$ cat src/rtl/list_fetch.sv
// list_fetch
//   Upstream feeder for the list cache. Walks LENGTH elements starting at
//   BASE_ADDR, issuing in-order single-word reads and forwarding each returned
//   word to the cache as LIST_IN with a one-cycle LIST_NEXT_READY strobe.
//   A credit counter (CREDITS deep) bounds words in flight plus words
//   buffered downstream; ARG_RECEIVED returns one credit.
//
// Ports
//   CLK, RESET        clock, synchronous active-high reset
//   START             begin a fetch (sampled only in IDLE)
//   BASE_ADDR, LENGTH first byte address / element count, captured on START
//   RD_ADDR           read request address (stable until accepted)
//   RD_REQ_VALID      read request valid
//   RD_REQ_READY      read request accepted when VALID & READY
//   RD_DATA           read response data, returned in request order
//   RD_DATA_VALID     read response strobe
//   LIST_IN           element to cache (holds between strobes)
//   LIST_NEXT_READY   one-cycle strobe: LIST_IN carries a new element
//   ARG_RECEIVED      cache consumed one element (returns a credit)
//   BUSY              high outside IDLE
//   DONE              one-cycle pulse once the last element is delivered
//   ERR               (only with LIST_FETCH_ERR_EN) sticky protocol error:
//                     response with nothing outstanding, or a credit return
//                     while credits are already full
//
// Configuration macro: LIST_FETCH_ERR_EN adds the ERR output.
module list_fetch #(
   parameter int TYPE_WIDTH = 32,
   parameter int ADDR_WIDTH = 32,
   parameter int LEN_WIDTH  = 16,
   parameter int CREDITS    = 4
) (
   input  logic                  CLK,
   input  logic                  RESET,
   input  logic                  START,
   input  logic [ADDR_WIDTH-1:0] BASE_ADDR,
   input  logic [LEN_WIDTH-1:0]  LENGTH,
   output logic [ADDR_WIDTH-1:0] RD_ADDR,
   output logic                  RD_REQ_VALID,
   input  logic                  RD_REQ_READY,
   input  logic [TYPE_WIDTH-1:0] RD_DATA,
   input  logic                  RD_DATA_VALID,
   output logic [TYPE_WIDTH-1:0] LIST_IN,
   output logic                  LIST_NEXT_READY,
   input  logic                  ARG_RECEIVED,
   output logic                  BUSY,
   output logic                  DONE
`ifdef LIST_FETCH_ERR_EN
   ,
   output logic                  ERR
`endif
);

   localparam int CW = $clog2(CREDITS + 1);
   localparam logic [CW-1:0]         CRED_MAX = CW'(CREDITS);
   localparam logic [ADDR_WIDTH-1:0] STRIDE   = ADDR_WIDTH'(TYPE_WIDTH / 8);

   typedef enum logic [1:0] {S_IDLE, S_ISSUE, S_DRAIN, S_DONE} state_t;

   state_t               state;
   logic [LEN_WIDTH-1:0] len_q;
   logic [LEN_WIDTH-1:0] issued;
   logic [LEN_WIDTH-1:0] delivered;
   logic [CW-1:0]        credits;
   logic [CW-1:0]        outstanding;

   logic                 accept;
   logic                 resp;
   logic                 last_delivery;
   logic [CW-1:0]        credits_nxt;
   logic [CW-1:0]        outstanding_nxt;
   logic [LEN_WIDTH-1:0] issued_nxt;

   // Handshake decode and next-state counters
   always_comb begin
      accept          = RD_REQ_VALID & RD_REQ_READY;
      // A response is only meaningful while something is outstanding;
      // stray words (e.g. from a fetch aborted by reset) are dropped here.
      resp            = RD_DATA_VALID & (outstanding != '0);
      last_delivery   = resp & ((delivered + LEN_WIDTH'(1)) == len_q);

      credits_nxt     = credits;
      if (accept && !ARG_RECEIVED)
         credits_nxt = credits - CW'(1);
      else if (!accept && ARG_RECEIVED && (credits != CRED_MAX))
         credits_nxt = credits + CW'(1);

      outstanding_nxt = outstanding;
      if (accept && !resp)
         outstanding_nxt = outstanding + CW'(1);
      else if (!accept && resp)
         outstanding_nxt = outstanding - CW'(1);

      issued_nxt      = issued;
      if (accept)
         issued_nxt = issued + LEN_WIDTH'(1);
   end

   // Control FSM with registered outputs. RD_REQ_VALID is computed from the
   // next-cycle credit/issue counts so it always equals
   // (ISSUE && credits>0 && issued<len) for the cycle it is visible in.
   always_ff @(posedge CLK) begin
      if (RESET) begin
         state           <= S_IDLE;
         len_q           <= '0;
         issued          <= '0;
         delivered       <= '0;
         credits         <= CRED_MAX;
         outstanding     <= '0;
         RD_ADDR         <= '0;
         RD_REQ_VALID    <= 1'b0;
         LIST_IN         <= '0;
         LIST_NEXT_READY <= 1'b0;
         BUSY            <= 1'b0;
         DONE            <= 1'b0;
      end else begin
         credits         <= credits_nxt;
         outstanding     <= outstanding_nxt;
         issued          <= issued_nxt;
         LIST_NEXT_READY <= resp;
         DONE            <= 1'b0;

         if (resp) begin
            LIST_IN   <= RD_DATA;
            delivered <= delivered + LEN_WIDTH'(1);
         end

         // Address advances only on acceptance, so it is stable while stalled.
         if (accept)
            RD_ADDR <= RD_ADDR + STRIDE;

         case (state)
            S_IDLE: begin
               if (START) begin
                  len_q     <= LENGTH;
                  RD_ADDR   <= BASE_ADDR;
                  issued    <= '0;
                  delivered <= '0;
                  BUSY      <= 1'b1;
                  if (LENGTH == '0) begin
                     state <= S_DONE;
                     DONE  <= 1'b1;
                  end else begin
                     state        <= S_ISSUE;
                     RD_REQ_VALID <= (credits_nxt != '0);
                  end
               end
            end
            S_ISSUE: begin
               if (issued_nxt == len_q) begin
                  state        <= S_DRAIN;
                  RD_REQ_VALID <= 1'b0;
               end else begin
                  RD_REQ_VALID <= (credits_nxt != '0);
               end
            end
            S_DRAIN: begin
               if (last_delivery) begin
                  state <= S_DONE;
                  DONE  <= 1'b1;
               end
            end
            S_DONE: begin
               state <= S_IDLE;
               BUSY  <= 1'b0;
            end
            default: begin
               state        <= S_IDLE;
               RD_REQ_VALID <= 1'b0;
               BUSY         <= 1'b0;
            end
         endcase
      end
   end

`ifdef LIST_FETCH_ERR_EN
   // Sticky protocol error flag, cleared only by reset.
   always_ff @(posedge CLK) begin
      if (RESET)
         ERR <= 1'b0;
      else if ((RD_DATA_VALID && (outstanding == '0)) ||
               (ARG_RECEIVED && (credits == CRED_MAX)))
         ERR <= 1'b1;
   end
`endif

endmodule

$ cat config.mk
export PLATFORM = sky130hd
export DESIGN_NAME = list_fetch
export DESIGN_NICKNAME = d
export VERILOG_FILES = /design/src/rtl/list_fetch.sv
export SDC_FILE = /design/constraint.sdc
export NUM_CORES = 1
export LEC_CHECK = 0
export CORE_MARGIN = 4
export CORE_UTILIZATION = 30
export DETAILED_ROUTE_END_ITERATION = 12
export PLACE_DENSITY = 0.58
export SLEW_MARGIN = 30
export SYNTH_ARGS = -nofsm -noshare
export SYNTH_HDL_FRONTEND = slang
export SYNTH_SLANG_ARGS = --single-unit
$ cat constraint.sdc
create_clock -name CLK -period 3.17 [get_ports CLK]
set_clock_uncertainty 0.2 [all_clocks]
set_input_delay 0.4755 -clock CLK [delete_from_list [all_inputs] [get_ports CLK]]
set_output_delay 0.4755 -clock CLK [all_outputs]
set_load 0.01 [all_outputs]
==> run metrics, run 1 <==
Worst-Margin Slew=0.783 ns; Initial Utilization=0.304; Remaining Overflow, GRT=0; final core occ=0.431; IO Count=154; Critical Path Source Type=primary input; largest net degree at the start of global routing=70; First DRT Iteration DRCs=274; post-synth top area share=0.389; Crit. End Element=flip-flop; first-pass GRT wire length=30500 um; Hold EP=credits[1]; synth top area cells=dfxtp_1, nand2_1, xor2_1, a21oi_1, nor2_1; die width=154 um; hold path start=RESET; TritonCTS Buffers=17; Final ANT Viol Nets=0; Slew Viols, Final=0; prevailing post-synth register cell=dfxtp_1; Peak VDD IR=0.358 mV; flop2flop setup slack=0.24 ns; Rows=53; Die Y=154 um; Clock Latency Late Sink=0.42 ns; Diodes inserted=0; Storage cell area=2480 um^2; count leader, synth=nand2_1; Crit-path slowest cell=clkdlybuf4s50_1; Hold Crit Class=primary input to flip-flop; Final Hold Fails=0; area of the multi-input gates=3630 um^2; Post-synth top cells=nand2_1, dfxtp_1, nor2_1; worst path bufs/invs=1; Setup CP Type=primary input to flip-flop; GRT Util Overall=0.158; Power Total=6.14 mW; share of cells above drive strength 1=0.107; Final Cell Area=9040 um^2; CP max stage delay=0.51 ns; fmax=340 MHz; initial antenna violation count=0; Pleak=3.23 nW; hold depth=2; GP Congestion=0.897; Post-Synthesis Cell Area=6370 um^2; Crit path required time=3.30 ns; CP arrival=3.06 ns; drt total wl=18800 um; Post-layout nets=1063; Post-synth EDFFs=0; # fillers=2124; Mapped Avg Cell Area=8.04 um^2; synthesized instance count=793; # port buffers=153; status=complete, no violations; Synth Register Bits=124; clk sink count=124; Crit Reg-Reg Endpoint=state[0]; vias=6021; number of global-route vias before repair=5788; CTS clk-pin slew, worst paths=0.06 ns; die area=23600 um^2; reg2reg path depth=9; Slew headroom=0.478; vias per cell=4.81; core area=21000 um^2; dpl cell area=8390 um^2; PD cells=679 nW/um^2; # DRC=0; Final setup viols=0; H-tree depth=4; Final period util=0.927; Detail Placement HPWL=13500 um; sequential area share after synthesis=0.389; Synth area leader=dfxtp_1; Critical Path Most Common Cell=o211ai_1; CTS tree=yes; post-DR wirelength/cell=15.0 um; min Tclk post-route=2.94 ns; r2r startpoint=delivered[0]; CP top delay family=compound AO/OA/AOI/OAI gates; clock root buffer master=clkbuf_16; clk buf depth=2; critical path, cell by cell=clkdlybuf4s50_1 -> nand3_1 -> or2_2 -> xnor2_1 -> a2111oi_2 -> o211ai_1 -> o41ai_4 -> o211ai_1 -> a221oi_2; crit-path max FO=4; Hold Slack=0.246 ns; FFs w/ async S/R, synth=0; Net Count, Synth=891; RSZ-0062 raised after global routing=no; DR pass1 iterations=4; # Post-CTS Setup Buffers=0; Synth Warn #=0; area grow syn2layout=41.9%; # Max-Cap Violations=0; synth unique cells=66
==> state kept, by name (all words and copies together) (netlist names), 2 cells and up <==
signal	cells
RD_ADDR	32
delivered	16
LIST_IN	32
issued	16
len_q	16
outstanding	3
credits	3
state	2
==> cell families after synthesis <==
kind of cell               share of synthesized area
and+or+nand+nor                                0.264
DFF                                            0.389
muxes                                         0.0128
xor gates and xnor gates                       0.108
adders and majority gates                     0.0247
AOI/OAI and AO/OA                              0.156
buffers and inverters                         0.0450
==> report_power, final <==
group | switching, mW | leakage [nW] | total (mW) | internal, mW
sequential | 0.264 | 1.01 | 2.10 | 1.84
combinational | 1.05 | 1.92 | 2.00 | 0.949
clock | 0.713 | 0.302 | 2.03 | 1.32
total | 2.03 | 3.23 | 6.14 | 4.10
==> metal layers <==
metal,up-vias,GRT usage,part of all wire
li1,3082,-,-
met1,2762,0.219,0.48
met2,156,0.231,0.43
met3,21,0.0554,0.074
met4,0,0.0450,0.017
met5,-,0,0
==> cells in the final DEF (no fill, tap or decap), types with 3 or more instances in the layout <==
cell type | synthesis | routed
clkdlybuf4s50_1 | 0 | 152
nand2_1 | 143 | 141
dfxtp_1 | 124 | 123
nor2_1 | 88 | 88
a21oi_1 | 69 | 69
buf_4 | 1 | 45
xor2_1 | 40 | 40
xnor2_1 | 36 | 36
a211oi_1 | 24 | 24
nand3_1 | 21 | 21
inv_1 | 20 | 20
o21ai_0 | 20 | 19
nor3_1 | 18 | 18
nand4_1 | 17 | 17
clkbuf_16 | 0 | 17
nor4_1 | 11 | 9
nor2b_1 | 9 | 9
ha_1 | 11 | 9
mux2i_1 | 7 | 7
a311oi_1 | 7 | 7
or3_1 | 7 | 7
nand2b_1 | 6 | 6
and3_1 | 6 | 6
and4_1 | 5 | 5
and2_1 | 4 | 4
or2_2 | 4 | 4
clkbuf_8 | 0 | 4
nand3b_1 | 3 | 3
o41ai_1 | 3 | 3
a31oi_1 | 3 | 3
o221ai_1 | 3 | 3
o211ai_1 | 3 | 3
bufinv_16 | 0 | 3
clkinv_2 | 0 | 3
==> worst reg2reg max path: cells and delay by family, from the launching register on <==
family	cells	cell delay (ns)
AOI/OAI and AO/OA	4	0.77
DFF	1	0.34
and+or+nand+nor	4	1.30
adders and majority gates	1	0.24
==> layout make-up <==
class                   count  share of cell area
inverters                  21             0.00872
clock buffers              22              0.0536
repair buffers            198               0.208
multi-input cells         603               0.402
well taps                 275              0.0381
flip-flops and latches    124               0.275
clock inverters            10              0.0152
==> through the flow <==
| step | std cells | worst slack [ns] | setup TNS (ns) |
|---|---|---|---|
| 2_1_floorplan | 793 | 0.285 | 0 |
| 5_1_grt | 1253 | 0.0127 | 0 |
| 3_3_place_gp | 1221 | -0.248 | -0.489 |
| 6_report | 1253 | 0.231 | 0 |
| 4_1_cts | 1253 | 0.107 | 0 |
| 3_5_place_dp | 1221 | -0.329 | -0.730 |
==> worst max path at each step <==
stage	start	endpoint	slack, ns	cells after the start
after floorplan	delivered[0]	state[0]	0.28	9
after global placement	RD_REQ_READY	state[0]	-0.25	9
after detailed placement	RD_REQ_READY	state[0]	-0.33	9
after CTS	RD_REQ_READY	state[0]	0.11	9
after global routing	RD_REQ_READY	state[0]	0.01	11
final	RD_REQ_READY	state[0]	0.23	9
==> what timing repair did <==
action                                  4_1_cts  5_1_grt
endpoints found under the setup margin        0        2
resized for setup                             0       10
hold buffers                                  0        0
No activity file was read; power rests on OpenSTA's default activity.
==> run 2: changes to the inputs <==
--- a/config.mk
+++ b/config.mk
@@ -8,6 +8,7 @@
 export CORE_MARGIN = 4
 export CORE_UTILIZATION = 30
 export DETAILED_ROUTE_END_ITERATION = 12
+export MAX_ROUTING_LAYER = met4
 export PLACE_DENSITY = 0.58
 export SLEW_MARGIN = 30
 export SYNTH_ARGS = -nofsm -noshare
==> run 2 against run 1 <==
Compared with the run above: via count grew 0.25%; first-iteration DRC count grew 4.0%; sequential share of layout area stayed put; non-clock buffer count stayed put; critical endpoint unchanged; wire length is essentially flat; combinational power hardly changed; sequential power about the same; clock-buffer cell count unchanged; design area stayed put; cell count is the same; largest cell class unchanged.
==> run metrics, run 2 (same netlist as run 1, synthesis figures left out) <==
status=complete, no violations; Power Total=6.14 mW (about the same); Diodes inserted=0 (unchanged); Critical Path Source Type=flip-flop; post-DR wirelength/cell=15.0 um (about the same); Remaining Overflow, GRT=0 (unchanged); vias per cell=4.82 (+0.25%); RSZ-0062 raised after global routing=no; Crit. End Element=flip-flop; H-tree depth=4 (unchanged); Clock Latency Late Sink=0.42 ns (about the same); Setup CP Type=flip-flop to flip-flop; Pleak=3.23 nW (unchanged); Hold Slack=0.249 ns (+0.00238 ns); crit-path max FO=5 (+1); initial antenna violation count=0 (unchanged); Final setup viols=0 (unchanged); flop2flop setup slack=0.23 ns (about the same); Final Hold Fails=0 (unchanged); PD cells=679 nW/um^2 (about the same); commonest non-fill, non-tap cell in the layout=clkdlybuf4s50_1; Detail Placement HPWL=13500 um (unchanged); DR pass1 iterations=5 (+1); number of global-route vias before repair=5805 (+0.29%); Crit path required time=3.30 ns (about the same); core area=21000 um^2 (unchanged); largest net degree at the start of global routing=70 (unchanged); clock root buffer master=clkbuf_16; Post-layout nets=1063 (unchanged); min Tclk post-route=2.94 ns (+0.00233 ns); GP Congestion=0.913 (+1.7%); CTS tree=yes; fmax=340 MHz (about the same); top flop regs=LIST_IN (32), RD_ADDR (32); Initial Utilization=0.304 (unchanged); DP Worst Slack=-0.329 ns (unchanged); area grow syn2layout=41.9% (unchanged); Final period util=0.928 (about the same); Slew headroom=0.473 (-0.00522); Worst-Margin Slew=0.791 ns (+0.00784 ns); First DRT Iteration DRCs=285 (+4.0%); # Max-Cap Violations=0 (unchanged); TritonCTS Buffers=17 (unchanged); # port buffers=153 (unchanged); CP arrival=3.07 ns (about the same); Peak VDD IR=0.357 mV (about the same); # Post-CTS Setup Buffers=0 (unchanged); drt total wl=18800 um (about the same); Hold Crit Class=primary input to flip-flop; clk sink count=124 (unchanged); IO Count=154 (unchanged); CTS clk-pin slew, worst paths=0.06 ns (about the same); # fillers=2124 (unchanged); die width=154 um (unchanged); Die Y=154 um (unchanged); GRT Util Overall=0.162 (+0.00456); vias=6036 (+0.25%); clk buf depth=2 (unchanged); share of cells above drive strength 1=0.107 (unchanged); final worst setup slack=0.228 ns (-0.00233 ns); hold_buf cts=0 (unchanged); die area=23600 um^2 (unchanged); # DRC=0 (unchanged); Slew Viols, Final=0 (unchanged); most frequent cells in the layout=clkdlybuf4s50_1, nand2_1, dfxtp_1, nor2_1, a21oi_1; Rows=53 (unchanged); first-pass GRT wire length=30500 um (-0.16%); Final ANT Viol Nets=0 (unchanged)
-- run 2: path summary, 6_finish.rpt --
check,startpoint,to,cells past startpoint
max reg2reg,delivered[0],state[0],9
min reg2reg,LIST_IN[27],LIST_IN[27],2
max,delivered[0],state[0],9
min,RESET,credits[1],2
-- run 2: repair_timing --
action,in CTS,in global routing
resized for setup,0,10
endpoints found under the setup margin,0,2
hold endpoints to repair,0,0
-- run 2: power by group --
part           internal, mW  total (mW)  switching (mW)
registers              1.84        2.10           0.264
logic                 0.949        2.01            1.06
clock network          1.32        2.03           0.713
total                  4.10        6.14            2.03
-- run 2: layout make-up --
| cell class | count | area (um^2) | share of cell area |
|---|---|---|---|
| Inverter | 21 | 78.8 | 0.00872 |
| Timing Repair Buffer | 198 | 1880 | 0.208 |
| Clock buffer | 22 | 484 | 0.0536 |
| Multi-Input combinational cell | 603 | 3630 | 0.402 |
| Sequential cell | 124 | 2480 | 0.275 |
| Clock inverter | 10 | 138 | 0.0152 |
| Tap cell | 275 | 344 | 0.0381 |
-- run 2: routing by layer --
layer | track usage | share of wire | up-vias
met3 | 0.0487 | 0.064 | 25
li1 | - | - | 3081
met1 | 0.223 | 0.49 | 2769
met4 | 0.0450 | 0.019 | 0
met5 | - | 0 | -
met2 | 0.232 | 0.43 | 161
-- run 2: through the flow --
stage / area (um^2) / utilization / TNS [ns] / std cells
4_1_cts: 9010 / 0.430 / 0 / 1253
6_report: 9040 / 0.431 / 0 / 1253
3_5_place_dp: 8390 / 0.400 / -0.730 / 1221
2_1_floorplan: 6370 / - / 0 / 793
5_1_grt: 9040 / 0.431 / 0 / 1253
3_3_place_gp: 8390 / 0.400 / -0.489 / 1221
-- run 2: worst max-delay path, cell delays in order, from the launching register on --
cell and delay [ns]:
dfxtp_1 0.34, ha_2 0.24, nand3_1 0.11, o21ai_0 0.21
nand4_1 0.12, or4_1 0.51, or4_4 0.57, o31ai_4 0.21
o211ai_1 0.14, a221oi_2 0.22
==> run 3: changes to the inputs <==
--- a/config.mk
+++ b/config.mk
@@ -6,10 +6,11 @@
 export NUM_CORES = 1
 export LEC_CHECK = 0
 export CORE_MARGIN = 4
-export CORE_UTILIZATION = 30
+export CORE_UTILIZATION = 45
+export CTS_CLUSTER_SIZE = 12
 export DETAILED_ROUTE_END_ITERATION = 12
 export MAX_ROUTING_LAYER = met4
-export PLACE_DENSITY = 0.58
+export PLACE_DENSITY = 0.82
 export SLEW_MARGIN = 30
 export SYNTH_ARGS = -nofsm -noshare
 export SYNTH_HDL_FRONTEND = slang
==> constraint.sdc (replaced) <==
create_clock -name CLK -period 2.6 [get_ports CLK]
set_clock_uncertainty 0.2 [all_clocks]
set_input_delay 0.39 -clock CLK [delete_from_list [all_inputs] [get_ports CLK]]
set_output_delay 0.39 -clock CLK [all_outputs]
set_load 0.01 [all_outputs]
==> run 3 against run 2 <==
Compared with the run above: the run now ends with setup timing left; wire length up 3.1%; sequential power up 21%; combinational power up 37%; sequential share of layout area down 1.4 points; die area down 32%; hold slack worse by 0.0035 ns; total power up 23%; non-clock buffer count up 75; flip-flop and latch count unchanged.
==> run metrics, run 3 (same netlist as run 1, synthesis figures left out) <==
Slew headroom=0.641 (+0.169); initial antenna violation count=0 (unchanged); Crit. End Element=flip-flop; Power Total=7.56 mW (+23%); Hold Slack=0.245 ns (-0.00351 ns); final core occ=0.692 (+0.260); largest net degree at the start of global routing=59 (-16%); Detail Placement HPWL=13500 um (+0.14%); Flop pwr share=0.337 (-0.005); clock root buffer master=clkbuf_16; Setup CP Type=flip-flop to flip-flop; die width=127 um (-17%); share of cells above drive strength 1=0.193 (+0.0856); vias per cell=5.28 (+9.7%); Layout Cells excl Fill=1232 (-1.7%); DP Worst Slack=-0.675 ns (-0.346 ns); Hold Crit Class=primary input to flip-flop; final worst setup slack=-0.217 ns (-0.445 ns); PD cells=787 nW/um^2 (+16%); # fillers=1063 (-50%); hold depth=3 (+1); critical path, cell by cell=ha_4 -> xor2_2 -> nor3_2 -> nand4_1 -> or4_4 -> or4_4 -> o31ai_4 -> o211ai_1 -> a221oi_2; first-pass GRT wire length=31000 um (+1.8%); clock power share=0.298 (-0.033); Diodes inserted=0 (unchanged); Final ANT Viol Nets=0 (unchanged); Die Y=127 um (-17%); Critical Path Most Common Cell=or4_4; CP max stage delay=0.51 ns (-0.06 ns); Final Hold Fails=0 (unchanged); status=complete, but fails checks; drt total wl=19400 um (+3.1%); DR pass1 iterations=5 (unchanged); Crit-path slowest cell=or4_4; commonest non-fill, non-tap cell in the layout=clkdlybuf4s50_1; Critical Path Source Type=flip-flop; H-tree depth=4 (unchanged); die area=16100 um^2 (-32%); most frequent cells in the layout=clkdlybuf4s50_1, nand2_1, buf_4, dfxtp_1, nor2_1; placed instance count=1193 (-2.3%); First DRT Iteration DRCs=367 (+29%); fmax=355 MHz (+4.4%); clk buf depth=2 (unchanged); RSZ-0062 raised after global routing=yes; Worst-Margin Slew=0.538 ns (-0.253 ns); CTS tree=yes; GRT Util Overall=0.242 (+0.0804); Internal Pwr Total=4.99 mW (+22%); Final period util=1.08 (+0.156); CP top delay family=simple AND/OR/NAND/NOR gates; Crit path depth=9 (unchanged); failing checks=setup timing; GP Congestion=0.940 (+3.0%); Rows=43 (-19%); post-DR wirelength/cell=15.7 um (+4.9%); worst path bufs/invs=0 (unchanged); min Tclk post-route=2.82 ns (-0.125 ns); Switching Fraction=0.340 (+0.00896); NetSw=2.57 mW (+27%); Final setup viols=4 (+4); TritonCTS Buffers=17 (unchanged); vias=6510 (+7.9%); number of global-route vias before repair=6430 (+11%); # DRC=0 (unchanged); CP arrival=2.94 ns (-0.13 ns); CTS clk-pin slew, worst paths=0.06 ns (about the same); reg2reg path depth=9 (unchanged); Post-layout nets=1138 (+7.1%); Comb power frac=0.365 (+0.038); crit-path max FO=3 (-2); core area=13900 um^2 (-34%); Clock Latency Late Sink=0.42 ns (about the same); # port buffers=153 (unchanged); hold_buf cts=0 (unchanged); # Max-Cap Violations=0 (unchanged); Crit path required time=2.72 ns (-0.58 ns); IO Count=154 (unchanged); top flop regs=LIST_IN (32), RD_ADDR (32); area grow syn2layout=50.6%; Slew Viols, Final=0 (unchanged); Initial Utilization=0.459 (+0.155); Peak VDD IR=0.527 mV (+48%); clk sink count=124 (unchanged); Pleak=3.61 nW (+11%); Remaining Overflow, GRT=0 (unchanged)
run 3: final timing paths:
kind / start / endpoint / slack, ns
hold reg to reg: LIST_IN[23] / LIST_IN[23] / 0.25
setup reg to reg: delivered[0] / state[0] / -0.22
setup / recovery: delivered[0] / state[0] / -0.22
hold / removal: RESET / DONE / 0.25
run 3: cell type report:
type	instances	area, um^2	area share
clock inverter	9	88.8	0.00925
sequential	124	2500	0.260
multi-input combinational	603	3760	0.391
timing repair buffer	273	2470	0.257
tap	180	225	0.0235
inverter	21	82.6	0.00860
clock buffer	22	474	0.0494
run 3: stage by stage:
| step | TNS [ns] | area (um^2) |
|---|---|---|
| floorplan | -0.0597 | 6440 |
| global placement | -6.66 | 8830 |
| detailed placement | -8.32 | 8830 |
| CTS | -0.325 | 9490 |
| global route | -0.899 | 9600 |
| finish | -0.420 | 9600 |
run 3: power groups by stage:
stage / registers [mW] / logic (mW) / clock network [mW]
after floorplan: 2.65 / 1.34 / 0
after global placement: 2.56 / 2.54 / 0
after detailed placement: 2.57 / 2.60 / 0
after CTS: 2.54 / 2.67 / 2.28
after global routing: 2.59 / 3.02 / 2.35
final: 2.55 / 2.76 / 2.26
run 3: metal layers:
metal  vias up  part of all wire  GRT usage
met5         -                 0          -
li1       3247                 -          -
met2       205              0.47      0.389
met4         0             0.027     0.0864
met3        40             0.073     0.0732
met1      3018              0.43      0.290
run 3: worst min-delay path, delay by kind of cell:
kind / cells / cell delay (ns)
and+or+nand+nor: 1 / 0.10
buffers and inverters: 2 / 0.33
run 3: repair_timing:
item | in CTS | in global routing
buffers inserted | 4 | 3
gates resized for setup | 19 | 16
pin swaps | 10 | 4
setup endpoints to repair | 5 | 7
gates cloned | 0 | 1
